===== src/rtl/controle_divisor.sv =====
// controle_divisor
// Sequential 4-bit unsigned restoring-division controller. Captures A and B on
// an accepted Start, produces one quotient bit per clock, and holds Q/R plus
// the captured operands for the seven-segment output stage, whose active-low
// Strobe is asserted only while a finished result is held.
//
// Ports:
//   Clock   - system clock, rising edge
//   Reset   - synchronous, active-high reset
//   Start   - level-sensitive division request (honoured in IDLE and DONE)
//   A, B    - dividend / divisor, captured on accepted Start
//   Q, R    - quotient / remainder, updated only on entry to DONE
//   Aout    - captured dividend
//   Bout    - captured divisor
//   Strobe  - 0 while result is valid (DONE), 1 otherwise
//   Busy    - high in CALC
//   Done    - high in DONE
//   DivZero - high in DONE when the captured divisor was zero
module controle_divisor (
  input  logic       Clock,
  input  logic       Reset,
  input  logic       Start,
  input  logic [3:0] A,
  input  logic [3:0] B,
  output logic [3:0] Q,
  output logic [3:0] R,
  output logic [3:0] Aout,
  output logic [3:0] Bout,
  output logic       Strobe,
  output logic       Busy,
  output logic       Done,
  output logic       DivZero
);

  typedef enum logic [1:0] {
    ST_IDLE = 2'd0,
    ST_CALC = 2'd1,
    ST_DONE = 2'd2
  } state_t;

  state_t     state_q, state_d;
  logic [3:0] a_q, a_d;
  logic [3:0] b_q, b_d;
  logic [3:0] d_q, d_d;     // dividend shift register, becomes quotient
  logic [3:0] p_q, p_d;     // partial remainder
  logic [1:0] cnt_q, cnt_d;
  logic [3:0] q_q, q_d;
  logic [3:0] r_q, r_d;
  logic       dz_q, dz_d;

  // One restoring step, computed from the current D/P/Bout.
  logic [4:0] trial_s;
  logic [4:0] diff_s;
  logic       ge_s;
  logic [3:0] step_p_s;
  logic [3:0] step_d_s;

  // Restoring-division step datapath.
  always_comb begin
    trial_s  = {p_q, d_q[3]};
    diff_s   = trial_s - {1'b0, b_q};
    ge_s     = (trial_s >= {1'b0, b_q});
    step_d_s = {d_q[2:0], ge_s};
    if (ge_s) begin
      step_p_s = diff_s[3:0];
    end else begin
      step_p_s = trial_s[3:0];
    end
  end

  // State register.
  always_ff @(posedge Clock) begin
    if (Reset) begin
      state_q <= ST_IDLE;
    end else begin
      state_q <= state_d;
    end
  end

  // Next-state logic.
  always_comb begin
    state_d = state_q;
    case (state_q)
      ST_IDLE: begin
        if (Start) state_d = ST_CALC;
        else       state_d = ST_IDLE;
      end
      ST_CALC: begin
        // Zero divisor finishes immediately; otherwise the cnt==0 step is last.
        if ((b_q == 4'd0) || (cnt_q == 2'd0)) state_d = ST_DONE;
        else                                  state_d = ST_CALC;
      end
      ST_DONE: begin
        if (Start) state_d = ST_CALC;
        else       state_d = ST_DONE;
      end
      default: state_d = ST_IDLE;
    endcase
  end

  // Datapath next-state: operand capture, iteration, result load.
  always_comb begin
    a_d   = a_q;
    b_d   = b_q;
    d_d   = d_q;
    p_d   = p_q;
    cnt_d = cnt_q;
    q_d   = q_q;
    r_d   = r_q;
    dz_d  = dz_q;
    case (state_q)
      ST_IDLE, ST_DONE: begin
        if (Start) begin
          a_d   = A;
          b_d   = B;
          d_d   = A;
          p_d   = 4'd0;
          cnt_d = 2'd3;
        end else begin
          a_d = a_q;
        end
      end
      ST_CALC: begin
        if (b_q == 4'd0) begin
          q_d  = 4'hF;
          r_d  = a_q;
          dz_d = 1'b1;
        end else begin
          d_d = step_d_s;
          p_d = step_p_s;
          if (cnt_q == 2'd0) begin
            q_d  = step_d_s;
            r_d  = step_p_s;
            dz_d = 1'b0;
          end else begin
            cnt_d = cnt_q - 2'd1;
          end
        end
      end
      default: begin
        a_d = a_q;
      end
    endcase
  end

  // Datapath registers.
  always_ff @(posedge Clock) begin
    if (Reset) begin
      a_q   <= 4'd0;
      b_q   <= 4'd0;
      d_q   <= 4'd0;
      p_q   <= 4'd0;
      cnt_q <= 2'd0;
      q_q   <= 4'd0;
      r_q   <= 4'd0;
      dz_q  <= 1'b0;
    end else begin
      a_q   <= a_d;
      b_q   <= b_d;
      d_q   <= d_d;
      p_q   <= p_d;
      cnt_q <= cnt_d;
      q_q   <= q_d;
      r_q   <= r_d;
      dz_q  <= dz_d;
    end
  end

  // Moore outputs decoded from the registered state.
  always_comb begin
    Busy    = (state_q == ST_CALC);
    Done    = (state_q == ST_DONE);
    Strobe  = ~(state_q == ST_DONE);
    // dz_q keeps its old value through a later CALC, so qualify it with DONE.
    DivZero = dz_q & (state_q == ST_DONE);
    Q       = q_q;
    R       = r_q;
    Aout    = a_q;
    Bout    = b_q;
  end

endmodule


===== config.mk =====
export PLATFORM = sky130hd
export DESIGN_NAME = controle_divisor
export DESIGN_NICKNAME = d
export VERILOG_FILES = /design/src/rtl/controle_divisor.sv
export SDC_FILE = /design/constraint.sdc
export NUM_CORES = 1
export LEC_CHECK = 0
export BUFFER_PORTS_ARGS = -buffer_cell sky130_fd_sc_hd__buf_4
export CORE_UTILIZATION = 40
export CTS_BUF_LIST = sky130_fd_sc_hd__clkbuf_4
export CTS_CLUSTER_DIAMETER = 200
export DETAILED_ROUTE_END_ITERATION = 12
export HOLD_SLACK_MARGIN = 0.05
export SYNTH_ARGS = -nofsm -noshare
export SYNTH_HDL_FRONTEND = slang
export SYNTH_SLANG_ARGS = --single-unit

===== constraint.sdc =====
create_clock -name Clock -period 2 [get_ports Clock]
set_clock_uncertainty 0.15 [all_clocks]
set_input_delay 0.4 -clock Clock [delete_from_list [all_inputs] [get_ports Clock]]
set_output_delay 0.4 -clock Clock [all_outputs]
set_load 0.01 [all_outputs]

==> impl_summary.txt, run 1 <==
----------------------------------------------------
[Clocking]
  Maximum clock path buffer count ... 2
  Worst-path clk slew ... 0.09 ns
  Clock tree from TritonCTS ... done
  Count of H-tree levels built during CTS ... 2
  CTS Hold Buffers Added ... 0
  CTS Buf Count ... 5
  Total clock sinks ... 29
  Buffer type at the clock tree root ... sky130_fd_sc_hd__clkbuf_4
  Clock Latency Late Sink ... 0.33 ns

[Final layout]
  Layout net count ... 217
  Fin util ... 55.19%
  Final Instance Area ... 0.001871 mm²
  Non-filler instance count after layout ... 247
  Fraction of final layout cells with drive strength greater than 1 ... 33.83%
  Area growth syn-to-layout ... 29.33%
  FILL cells ... 319
  Final antenna diode count ... 0
  Multi-input combinational cell area ... 834.6 µm²
  Reg area ... 581.8 µm²

[Power]
  Power per cell area ... 797.0 mW/mm²
  Worst voltage drop across the vdd grid ... 0.0004529 V
  Leakage power of the design ... 0.7667 nW

[Logic synthesis]
  Most common cell in the netlist ... sky130_fd_sc_hd__dfxtp_1
  Yosys warns ... 0
  Number of instances in the synthesized netlist ... 162
  Yosys reg bits ... 29
  Summed instance area of the synthesized netlist ... 0.001446 mm²
  Commonest cells in the synthesized netlist ... sky130_fd_sc_hd__dfxtp_1, sky130_fd_sc_hd__nand2_1, sky130_fd_sc_hd__nor2_1, sky130_fd_sc_hd__a21oi_1, sky130_fd_sc_hd__inv_1
  Fraction of registers with async set or reset after synthesis ... 0%
  Leading area contributor after synthesis ... sky130_fd_sc_hd__dfxtp_1
  Area share of the largest cell type after synthesis ... 40.14%
  Sequential-to-total area share from yosys stat ... 40.14%
  Cell types occupying the most area after synthesis ... sky130_fd_sc_hd__dfxtp_1, sky130_fd_sc_hd__nand2_1, sky130_fd_sc_hd__a21oi_1, sky130_fd_sc_hd__ha_1, sky130_fd_sc_hd__nor2_1
  Top FF cell, synth ... sky130_fd_sc_hd__dfxtp_1
  Nets in the synthesized netlist ... 179
  Post-synthesis cell type count ... 46
  Number of enable flip-flop cells after synthesis ... 0
  Syn avg cell area ... 8.928 µm²

[Timing]
  Setup-failing EPs final ... 0
  Relative slew margins ... 47.05%
  Final Critical Period ... 1.916 ns
  Hold violation count in the final report ... 0
  Fmax ... 521.8 MHz
  Unrepaired setup endpoints after global routing ... false
  Post-route worst setup slack ... 0.08370 ns
  Final critical-path share of the clock period ... 95.81%
  Tightest Pin Transition ... 0.7926 ns
  Number of max-slew violations in the final report ... 0
  Sum Neg Setup Slack ... 0 ns

[Critical path]
  Reg2Reg Setup Slack ... 0.08 ns
  Critical Path Fanout Max ... 5
  Setup CP Type ... flip-flop to flip-flop
  Crit path required time ... 2.08 ns
  Arrival time worst endpoint ... 1.99 ns
  Reg2reg start ... p_q[1]$_SDFFE_PP0P_
  Setup crit start kind ... flip-flop
  Setup crit start ... p_q[1]$_SDFFE_PP0P_
  Crit path capture type ... flip-flop
  Worst Reg2Reg Path Length in Cells ... 6
  Endpoint of the worst-slack reg-to-reg timing path ... p_q[2]$_SDFFE_PP0P_
  Endpoint of the most critical setup path ... p_q[2]$_SDFFE_PP0P_
  CP cell instances ... ha_4 > or2_1 > a21boi_2 > a31oi_4 > mux2_4 > a22o_1
  CP peak stage delay ... 0.43 ns
  Critical-path top delay cell ... sky130_fd_sc_hd__dfxtp_1

[Placement]
  Number of port buffers ... 30
  Routability-driven placement congestion ratio ... 0.7820
  Worst setup timing slack at the placement stage ... 0.08357 ns
  Cell Area, Placed ... 0.001749 mm²
  Placed instance count ... 238
  Hpwl dp ... 2480 µm

[GRT]
  Vias in the first global route ... 1202
  Pin count of the biggest net entering global routing ... 32
  Total GRT Usage ... 19.19%
  First-pass GRT wire length ... 5809 µm
  GRT Residual Overflow ... 0
  Initial antenna violation count ... 0

[Detailed routing]
  # DRC ... 0
  Final routed wirelength across all metal layers ... 3400 µm
  Drt first pass iters ... 4
  Antenna viol nets, final ... 0
  Via count ... 1263
  Violation count after the first detailed-route iteration ... 34
  Post-detailed-route via-to-cell ratio ... 5.113
  DR WL/cell ... 13.77 µm

[Die]
  Overall die height ... 62.13 µm
  Overall die width ... 62.13 µm
  Count of standard-cell rows ... 21
  Number of placed I/O pins ... 31
  Initial Util ... 42.67%
  Standard cell core area ... 0.003390 mm²
  Die Footprint ... 0.003860 mm²

[Min path]
  Min-Delay Path Depth ... 3
  Worst Hold Class ... primary input to flip-flop

[Run]
  Max Cap Viol ... 0

[Outcome]
  Status ... finished clean

----------------------------------------------------
[cell type report]
| type | instances | share of cell area [%] |
|---|---|---|
| Multi-Input combinational cell | 117 | 44.62 |
| Clock buffer | 6 | 2.408 |
| Inverter | 10 | 2.140 |
| Timing Repair Buffer | 37 | 14.85 |
| Tap cell | 46 | 3.077 |
| Sequential cell | 29 | 31.10 |
| Clock inverter | 2 | 1.806 |
[cell usage in the layout (no fill, tap or decap), types with 4 or more instances in the layout]
cell                       instances
sky130_fd_sc_hd__buf_4            37
sky130_fd_sc_hd__dfxtp_1          28
sky130_fd_sc_hd__nand2_1          25
sky130_fd_sc_hd__nor2_1           15
sky130_fd_sc_hd__a21oi_1          13
sky130_fd_sc_hd__inv_1             9
sky130_fd_sc_hd__clkbuf_4          6
sky130_fd_sc_hd__o22ai_1           5
sky130_fd_sc_hd__nand2b_1          4
sky130_fd_sc_hd__nor2_2            4
[registers in the layout, summed over array words and instances, names as in the netlist]
name and count:
dz_q 1, d_q 4, cnt_q 2, Q 4
state_q 2, Aout 4, p_q 4, Bout 4
R 4
[power breakdown]
| group | switching (mW) | leakage (nW) | internal, mW |
|---|---|---|---|
| Clock | 0.210 | 0.0433 | 0.274 |
| Sequential | 0.0293 | 0.238 | 0.618 |
| Combinational | 0.190 | 0.485 | 0.171 |
[critical path: cells and delay by family, from the launching register on]
family	cells	cell delay [ns]
compound gates	3	0.42
fa+ha+maj	1	0.23
mux	1	0.33
flops	1	0.43
simple gates	1	0.24
[what timing repair did]
item	in CTS	in global routing
resized for setup	0	4
endpoints found under the hold margin	0	0
buffers inserted	0	1
setup endpoints to repair	0	7
[worst min path at each step]
stage	to	slack (ns)	start
global route	Bout[2]$_SDFFE_PP0P_	0.15	B[2]
global placement	cnt_q[0]$_SDFFE_PP0P_	0.30	cnt_q[0]$_SDFFE_PP0P_
CTS	Bout[2]$_SDFFE_PP0P_	0.15	B[2]
floorplan	cnt_q[0]$_SDFFE_PP0P_	0.29	cnt_q[0]$_SDFFE_PP0P_
finish	Bout[2]$_SDFFE_PP0P_	0.16	B[2]
detailed placement	cnt_q[0]$_SDFFE_PP0P_	0.31	cnt_q[0]$_SDFFE_PP0P_
[cells by family (layout without fill, tap and decap cells)]
group / Yosys count / after routing / synth area share, %
mux: 3 / 3 / 2.422
xor+xnor: 2 / 2 / 1.211
flops: 29 / 29 / 40.14
fa+ha+maj: 6 / 6 / 5.709
buf+inv: 16 / 55 / 4.585
compound gates: 45 / 45 / 24.13
simple gates: 61 / 61 / 21.80
[routing by layer]
layer / up-vias / wire length [µm] / global-route usage [%]
met5: - / 0 / 0
met4: 0 / 38 / 6.977
met3: 5 / 181 / 6.801
met2: 30 / 1513 / 29.40
met1: 584 / 1667 / 24.74
li1: 644 / - / -
[stage by stage]
stage | power [mW] | hold slack (ns)
4_1_cts | 1.486 | 0.1470
3_5_place_dp | 1.004 | 0.3136
5_1_grt | 1.569 | 0.1466
2_1_floorplan | 0.8920 | 0.2930
6_report | 1.491 | 0.1562
3_3_place_gp | 1.000 | 0.3049
(Power assumes the default switching activity.)
==> run 2, diff against run 1 <==
--- a/config.mk
+++ b/config.mk
@@ -7,7 +7,7 @@
 export LEC_CHECK = 0
 export BUFFER_PORTS_ARGS = -buffer_cell sky130_fd_sc_hd__buf_4
 export CORE_UTILIZATION = 40
-export CTS_BUF_LIST = sky130_fd_sc_hd__clkbuf_4
+export CTS_BUF_LIST = sky130_fd_sc_hd__clkbuf_8
 export CTS_CLUSTER_DIAMETER = 200
 export DETAILED_ROUTE_END_ITERATION = 12
 export HOLD_SLACK_MARGIN = 0.05
==> run 2 against run 1 <==
- wire length up 1.9%
- via count down 0.63%
- first-iteration DRC count up 8.8%
- critical path depth unchanged
- clock-buffer cell count unchanged
- register-to-register slack about the same
- critical endpoint unchanged
- largest power group unchanged
==> impl_summary.txt, run 2 (synthesis gave the netlist of run 1 again) <==
----------------------------------------------------
[Power]
  Worst voltage drop across the vdd grid ... 0.0004996 V (+10%)
  Power spent charging and discharging nets ... 456.7 µW (+6.5%)
  Power per cell area ... 857.7 mW/mm² (+7.6%)
  Clock group share of total power ... 38.0% (+5.6 points)
  Sequential share of power ... 39.2% (-4.2 points)
  Sw frac ... 27.63% (-1.1 points)
  Part of the power in combinational logic ... 22.8% (-1.4 points)
  Leakage power of the design ... 0.7888 nW (+2.9%)
  Internal ... 1.196 mW (+13%)

[Timing]
  Final Critical Period ... 1.915 ns (-0.0009844 ns)
  Worst hold slack across all endpoints ... 0.2121 ns (+0.05590 ns)
  Tightest Pin Transition ... 0.7984 ns (+0.005766 ns)
  Setup-failing EPs final ... 0 (unchanged)
  Relative slew margins ... 46.66% (-0.39 points)
  Final critical-path share of the clock period ... 95.77% (about the same)
  Sum Neg Setup Slack ... 0 ns (unchanged)
  Fmax ... 522.1 MHz (about the same)
  Number of max-slew violations in the final report ... 0 (unchanged)
  Hold violation count in the final report ... 0 (unchanged)
  Post-route worst setup slack ... 0.08469 ns (+0.0009844 ns)

[Clocking]
  Buffer type at the clock tree root ... sky130_fd_sc_hd__clkbuf_8
  Worst-path clk slew ... 0.06 ns (-0.03 ns)
  Count of H-tree levels built during CTS ... 2 (unchanged)
  CTS Hold Buffers Added ... 0 (unchanged)
  CTS Buf Count ... 5 (unchanged)
  Total clock sinks ... 29 (unchanged)
  Maximum clock path buffer count ... 2 (unchanged)
  Clock Latency Late Sink ... 0.28 ns (-0.05 ns)
  Clock tree from TritonCTS ... done

[Final layout]
  Most common cell after layout, fill and taps aside ... sky130_fd_sc_hd__buf_4
  Final Instance Area ... 0.001927 mm² (+3.0%)
  Fraction of final layout cells with drive strength greater than 1 ... 34.83% (+1.0 points)
  Area growth syn-to-layout ... 33.22%
  Commonest cells after routing, fill and taps aside ... sky130_fd_sc_hd__buf_4, sky130_fd_sc_hd__dfxtp_1, sky130_fd_sc_hd__nand2_1
  Layout net count ... 217 (unchanged)
  Final antenna diode count ... 0 (unchanged)
  FILL cells ... 306 (-4.1%)
  Non-filler instance count after layout ... 247 (unchanged)

[Placement]
  Hpwl dp ... 2480 µm (unchanged)
  Worst setup timing slack at the placement stage ... 0.08357 ns (unchanged)
  Cell Area, Placed ... 0.001749 mm² (unchanged)
  Number of port buffers ... 30 (unchanged)
  Routability-driven placement congestion ratio ... 0.7820 (unchanged)
  Placed instance count ... 238 (unchanged)

[GRT]
  Met1 demand-to-capacity share in global routing ... 24.97% (+0.23 points)
  GRT Residual Overflow ... 0 (unchanged)
  Pin count of the biggest net entering global routing ... 32 (unchanged)
  GR Layer Usage met3 ... 7.353% (+0.55 points)
  First-pass GRT wire length ... 5858 µm (+0.84%)
  Global-route track usage on met2 ... 29.53% (+0.14 points)
  Busiest grt layer ... met2
  Initial antenna violation count ... 0 (unchanged)
  Vias in the first global route ... 1205 (+0.25%)
  Total GRT Usage ... 19.42% (+0.23 points)

[Critical path]
  Setup CP Type ... flip-flop to flip-flop
  Critical-path top delay cell ... sky130_fd_sc_hd__dfxtp_1
  Worst Reg2Reg Path Length in Cells ... 6 (unchanged)
  Setup crit start kind ... flip-flop
  CP peak stage delay ... 0.41 ns (-0.02 ns)
  Critical Path Fanout Max ... 5 (unchanged)
  Reg2reg start ... p_q[1]$_SDFFE_PP0P_
  Reg2Reg Setup Slack ... 0.08 ns (about the same)
  CP cell instances ... ha_4 > or2_1 > a21boi_2 > a31oi_4 > mux2_4 > a22o_1
  Endpoint of the worst-slack reg-to-reg timing path ... p_q[2]$_SDFFE_PP0P_
  Crit path required time ... 2.03 ns (-0.05 ns)
  Setup crit start ... p_q[1]$_SDFFE_PP0P_
  Arrival time worst endpoint ... 1.94 ns (-0.05 ns)
  Crit path capture type ... flip-flop

[Min path]
  Worst Hold Class ... primary input to flip-flop
  Hold_sp ... B[2]
  Min-Delay Path Depth ... 3 (unchanged)
  Worst Hold End ... Bout[2]$_SDFFE_PP0P_

[Detailed routing]
  DR WL/cell ... 14.02 µm (+1.9%)
  Via count ... 1255 (-0.63%)
  Final routed wirelength across all metal layers ... 3463 µm (+1.9%)
  Drt first pass iters ... 4 (unchanged)
  # DRC ... 0 (unchanged)
  Violation count after the first detailed-route iteration ... 37 (+8.8%)
  Antenna viol nets, final ... 0 (unchanged)
  Post-detailed-route via-to-cell ratio ... 5.081 (-0.63%)

[Die]
  Die Footprint ... 0.003860 mm² (unchanged)
  Number of placed I/O pins ... 31 (unchanged)
  Initial Util ... 42.67% (unchanged)
  Overall die height ... 62.13 µm (unchanged)
  Overall die width ... 62.13 µm (unchanged)
  Count of standard-cell rows ... 21 (unchanged)
  Standard cell core area ... 0.003390 mm² (unchanged)

[Run]
  Max Cap Viol ... 0 (unchanged)

[Outcome]
  Status ... finished clean

----------------------------------------------------
-- run 2: stage by stage --
step / utilization, % / power [mW]
after global placement: 51.61 / 1.000
after CTS: 55.04 / 1.629
final: 56.85 / 1.653
after floorplan: - / 0.8920
after detailed placement: 51.61 / 1.004
after global routing: 56.85 / 1.730
-- run 2: worst max path at each step --
| stage | endpoint | depth (start not counted) | slack [ns] |
|---|---|---|---|
| finish | p_q[2]$_SDFFE_PP0P_ | 6 | 0.08 |
| global route | p_q[2]$_SDFFE_PP0P_ | 6 | -0.003 |
| CTS | p_q[2]$_SDFFE_PP0P_ | 7 | 0.06 |
| detailed placement | p_q[2]$_SDFFE_PP0P_ | 7 | 0.08 |
| global placement | p_q[2]$_SDFFE_PP0P_ | 7 | 0.12 |
| floorplan | p_q[2]$_SDFFE_PP0P_ | 7 | 0.009 |
-- run 2: per-layer routing --
layer / vias up / share of wire [%] / routed length [µm]
met4: 0 / 1.2 / 43
met5: - / 0 / 0
li1: 643 / - / -
met1: 579 / 50 / 1743
met2: 27 / 43 / 1504
met3: 6 / 5.0 / 172
-- run 2: critical path: cells and delay by family (launching register included) --
| family | cells | cell delay (ns) |
|---|---|---|
| fa+ha+maj | 1 | 0.23 |
| flops | 1 | 0.41 |
| simple gates | 1 | 0.24 |
| mux | 1 | 0.34 |
| compound gates | 3 | 0.43 |
-- run 2: timing repair --
action / CTS / global route
buffers inserted: 0 / 1
endpoints found under the setup margin: 0 / 4
gates resized for setup: 0 / 7
hold endpoints to repair: 0 / 0
-- run 2: cell type report --
class	count	area (µm²)	area share, %
clock buffers	6	82.58	4.286
multi-input cells	117	853.3	44.29
well taps	46	57.56	2.987
flip-flops and latches	29	581.8	30.19
inverters	10	40.04	2.078
clock inverters	2	33.78	1.753
repair buffers	37	277.8	14.42
-- run 2: power groups by stage --
stage          Combinational (mW)  Sequential, mW  Clock, mW
2_1_floorplan               0.226           0.666          0
3_3_place_gp                0.342           0.659          0
3_5_place_dp                0.344           0.660          0
4_1_cts                     0.346           0.647      0.636
5_1_grt                     0.412           0.654      0.664
6_report                    0.376           0.648      0.629
==> run 3, diff against run 2 <==
--- a/config.mk
+++ b/config.mk
@@ -6,11 +6,14 @@
 export NUM_CORES = 1
 export LEC_CHECK = 0
 export BUFFER_PORTS_ARGS = -buffer_cell sky130_fd_sc_hd__buf_4
-export CORE_UTILIZATION = 40
+export CELL_PAD_IN_SITES_DETAIL_PLACEMENT = 1
+export CELL_PAD_IN_SITES_GLOBAL_PLACEMENT = 1
+export CORE_UTILIZATION = 38
 export CTS_BUF_LIST = sky130_fd_sc_hd__clkbuf_8
 export CTS_CLUSTER_DIAMETER = 200
 export DETAILED_ROUTE_END_ITERATION = 12
 export HOLD_SLACK_MARGIN = 0.05
+export PLACE_DENSITY_LB_ADDON = 0.1
 export SYNTH_ARGS = -nofsm -noshare
 export SYNTH_HDL_FRONTEND = slang
 export SYNTH_SLANG_ARGS = --single-unit
==> run 3 against run 2 <==
- clock power fell by 15%
- combinational power fell by 3%
- cell count rose by 1.6%
- non-clock buffer count rose by 2
- wire length rose by 12%
- global-route usage rose by 2.0 points
- sequential share of layout area rose by 0.72 points
- clock-buffer cell count rose by 1
- sequential cell count did not move
- worst hold slack improved by 0.015 ns
- maximum frequency rose by 0.21%
- critical endpoint unchanged
==> impl_summary.txt, run 3 (synthesis gave the netlist of run 1 again) <==
----------------------------------------------------
[Final layout]
  Fin util ... 51.40% (-5.4 points)
  Commonest cells after routing, fill and taps aside ... sky130_fd_sc_hd__buf_4, sky130_fd_sc_hd__dfxtp_1, sky130_fd_sc_hd__nand2_1
  Final antenna diode count ... 0 (unchanged)
  Fraction of final layout cells with drive strength greater than 1 ... 33.50% (-1.3 points)
  Area growth syn-to-layout ... 30.10%
  Most common cell after layout, fill and taps aside ... sky130_fd_sc_hd__buf_4
  Layout net count ... 219 (+0.92%)
  FILL cells ... 448 (+46%)

[Detailed routing]
  DR WL/cell ... 15.40 µm (+9.8%)
  # DRC ... 0 (unchanged)
  Drt first pass iters ... 4 (unchanged)
  Violation count after the first detailed-route iteration ... 52 (+41%)
  Via count ... 1271 (+1.3%)
  Antenna viol nets, final ... 0 (unchanged)
  Post-detailed-route via-to-cell ratio ... 5.064 (-0.34%)
  Final routed wirelength across all metal layers ... 3865 µm (+12%)

[Placement]
  Worst setup timing slack at the placement stage ... 0.05291 ns (-0.03066 ns)
  Routability-driven placement congestion ratio ... 0.8066 (+3.1%)
  Hpwl dp ... 2997 µm (+21%)
  Number of port buffers ... 30 (unchanged)

[Clocking]
  CTS Hold Buffers Added ... 0 (unchanged)
  Count of H-tree levels built during CTS ... 2 (unchanged)
  Maximum clock path buffer count ... 2 (unchanged)
  Clock Latency Late Sink ... 0.28 ns (about the same)
  CTS Buf Count ... 5 (unchanged)
  Worst-path clk slew ... 0.07 ns (about the same)
  Total clock sinks ... 29 (unchanged)
  Clock tree from TritonCTS ... done
  Buffer type at the clock tree root ... sky130_fd_sc_hd__clkbuf_8

[GRT]
  Busiest grt layer ... met2
  Total GRT Usage ... 21.43% (+2.0 points)
  First-pass GRT wire length ... 6644 µm (+13%)
  Vias in the first global route ... 1378 (+14%)
  Global-route track usage on met2 ... 35.64% (+6.1 points)
  GR Layer Usage met3 ... 4.348% (-3.0 points)
  Pin count of the biggest net entering global routing ... 32 (unchanged)
  Initial antenna violation count ... 0 (unchanged)
  Met1 demand-to-capacity share in global routing ... 27.70% (+2.7 points)
  GRT Residual Overflow ... 0 (unchanged)

[Die]
  Die Footprint ... 0.004057 mm² (+5.1%)
  Overall die height ... 63.70 µm (+2.5%)
  Standard cell core area ... 0.003661 mm² (+8.0%)
  Initial Util ... 39.51% (-3.2 points)
  Overall die width ... 63.70 µm (+2.5%)
  Number of placed I/O pins ... 31 (unchanged)
  Count of standard-cell rows ... 22 (+4.8%)

[Power]
  Power per cell area ... 822.5 mW/mm² (-4.1%)
  Worst voltage drop across the vdd grid ... 0.0004705 V (-5.8%)
  Leakage power of the design ... 0.7849 nW (-0.49%)

[Critical path]
  Setup crit start kind ... flip-flop
  Crit path capture type ... flip-flop
  Arrival time worst endpoint ... 1.94 ns (about the same)
  Critical Path Fanout Max ... 4 (-1)
  Crit path required time ... 2.03 ns (about the same)
  Reg2Reg Setup Slack ... 0.09 ns (about the same)
  Setup CP Type ... flip-flop to flip-flop

[Outcome]
  Status ... finished clean

[Timing]
  Relative slew margins ... 45.58% (-1.1 points)
  Post-route worst setup slack ... 0.08866 ns (+0.003973 ns)
  Number of max-slew violations in the final report ... 0 (unchanged)
  Final critical-path share of the clock period ... 95.57% (-0.20 points)
  Final Critical Period ... 1.911 ns (-0.003973 ns)
  Setup-failing EPs final ... 0 (unchanged)
  Fmax ... 523.2 MHz (+0.21%)
  Hold violation count in the final report ... 0 (unchanged)
  Tightest Pin Transition ... 0.8147 ns (+0.01630 ns)

[Min path]
  Worst Hold Class ... primary input to flip-flop

[Run]
  Max Cap Viol ... 0 (unchanged)

----------------------------------------------------
-- run 3: cell type report --
class	instances	area, µm²	area share, %
inverter	10	40.04	2.128
timing repair buffer	39	292.8	15.56
clock buffer	7	96.34	5.120
tap	48	60.06	3.191
sequential	29	581.8	30.92
clock inverter	1	5.005	0.2660
multi-input combinational	117	805.8	42.82
-- run 3: path summary, 6_finish.rpt --
check                       startpoint                    to  cells after the start
setup / recovery  Bout[2]$_SDFFE_PP0P_   p_q[2]$_SDFFE_PP0P_                      7
hold / removal                    B[3]  Bout[3]$_SDFFE_PP0P_                      3
setup reg to reg  Bout[2]$_SDFFE_PP0P_   p_q[2]$_SDFFE_PP0P_                      7
hold reg to reg   Aout[0]$_SDFFE_PP0P_  Aout[0]$_SDFFE_PP0P_                      2
-- run 3: timing repair --
item                       CTS  global route
gates resized for setup      0             1
buffers inserted             0             1
setup endpoints to repair    0             8
-- run 3: power by group --
group          internal (mW)  switching, mW
clock network          0.311          0.226
logic                  0.169          0.196
registers              0.619         0.0287
-- run 3: per-layer routing --
| layer | vias to the layer above | wire length, µm |
|---|---|---|
| li1 | 642 | - |
| met1 | 599 | 1833 |
| met2 | 22 | 1874 |
| met3 | 8 | 101 |
| met4 | 0 | 56 |
| met5 | - | 0 |
-- run 3: worst max-delay path, stage by stage, from the launching register on --
cell                       delay (ns)
sky130_fd_sc_hd__dfxtp_2         0.34
sky130_fd_sc_hd__inv_1           0.04
sky130_fd_sc_hd__ha_1            0.30
sky130_fd_sc_hd__or2_1           0.22
sky130_fd_sc_hd__a21boi_2        0.18
sky130_fd_sc_hd__a31oi_4         0.07
sky130_fd_sc_hd__mux2_4          0.33
sky130_fd_sc_hd__a22o_1          0.18
-- run 3: stage by stage --
step           instances   TNS [ns]  power (mW)  cell area [µm²]  hold WS [ns]
2_1_floorplan        162          0      0.8920             1448        0.2930
3_3_place_gp         242          0       1.002             1767        0.3125
3_5_place_dp         242          0       1.017             1767        0.3225
4_1_cts              250          0       1.553             1868        0.2255
5_1_grt              251  -0.001263       1.623             1882        0.2423
6_report             251          0       1.548             1882        0.2271
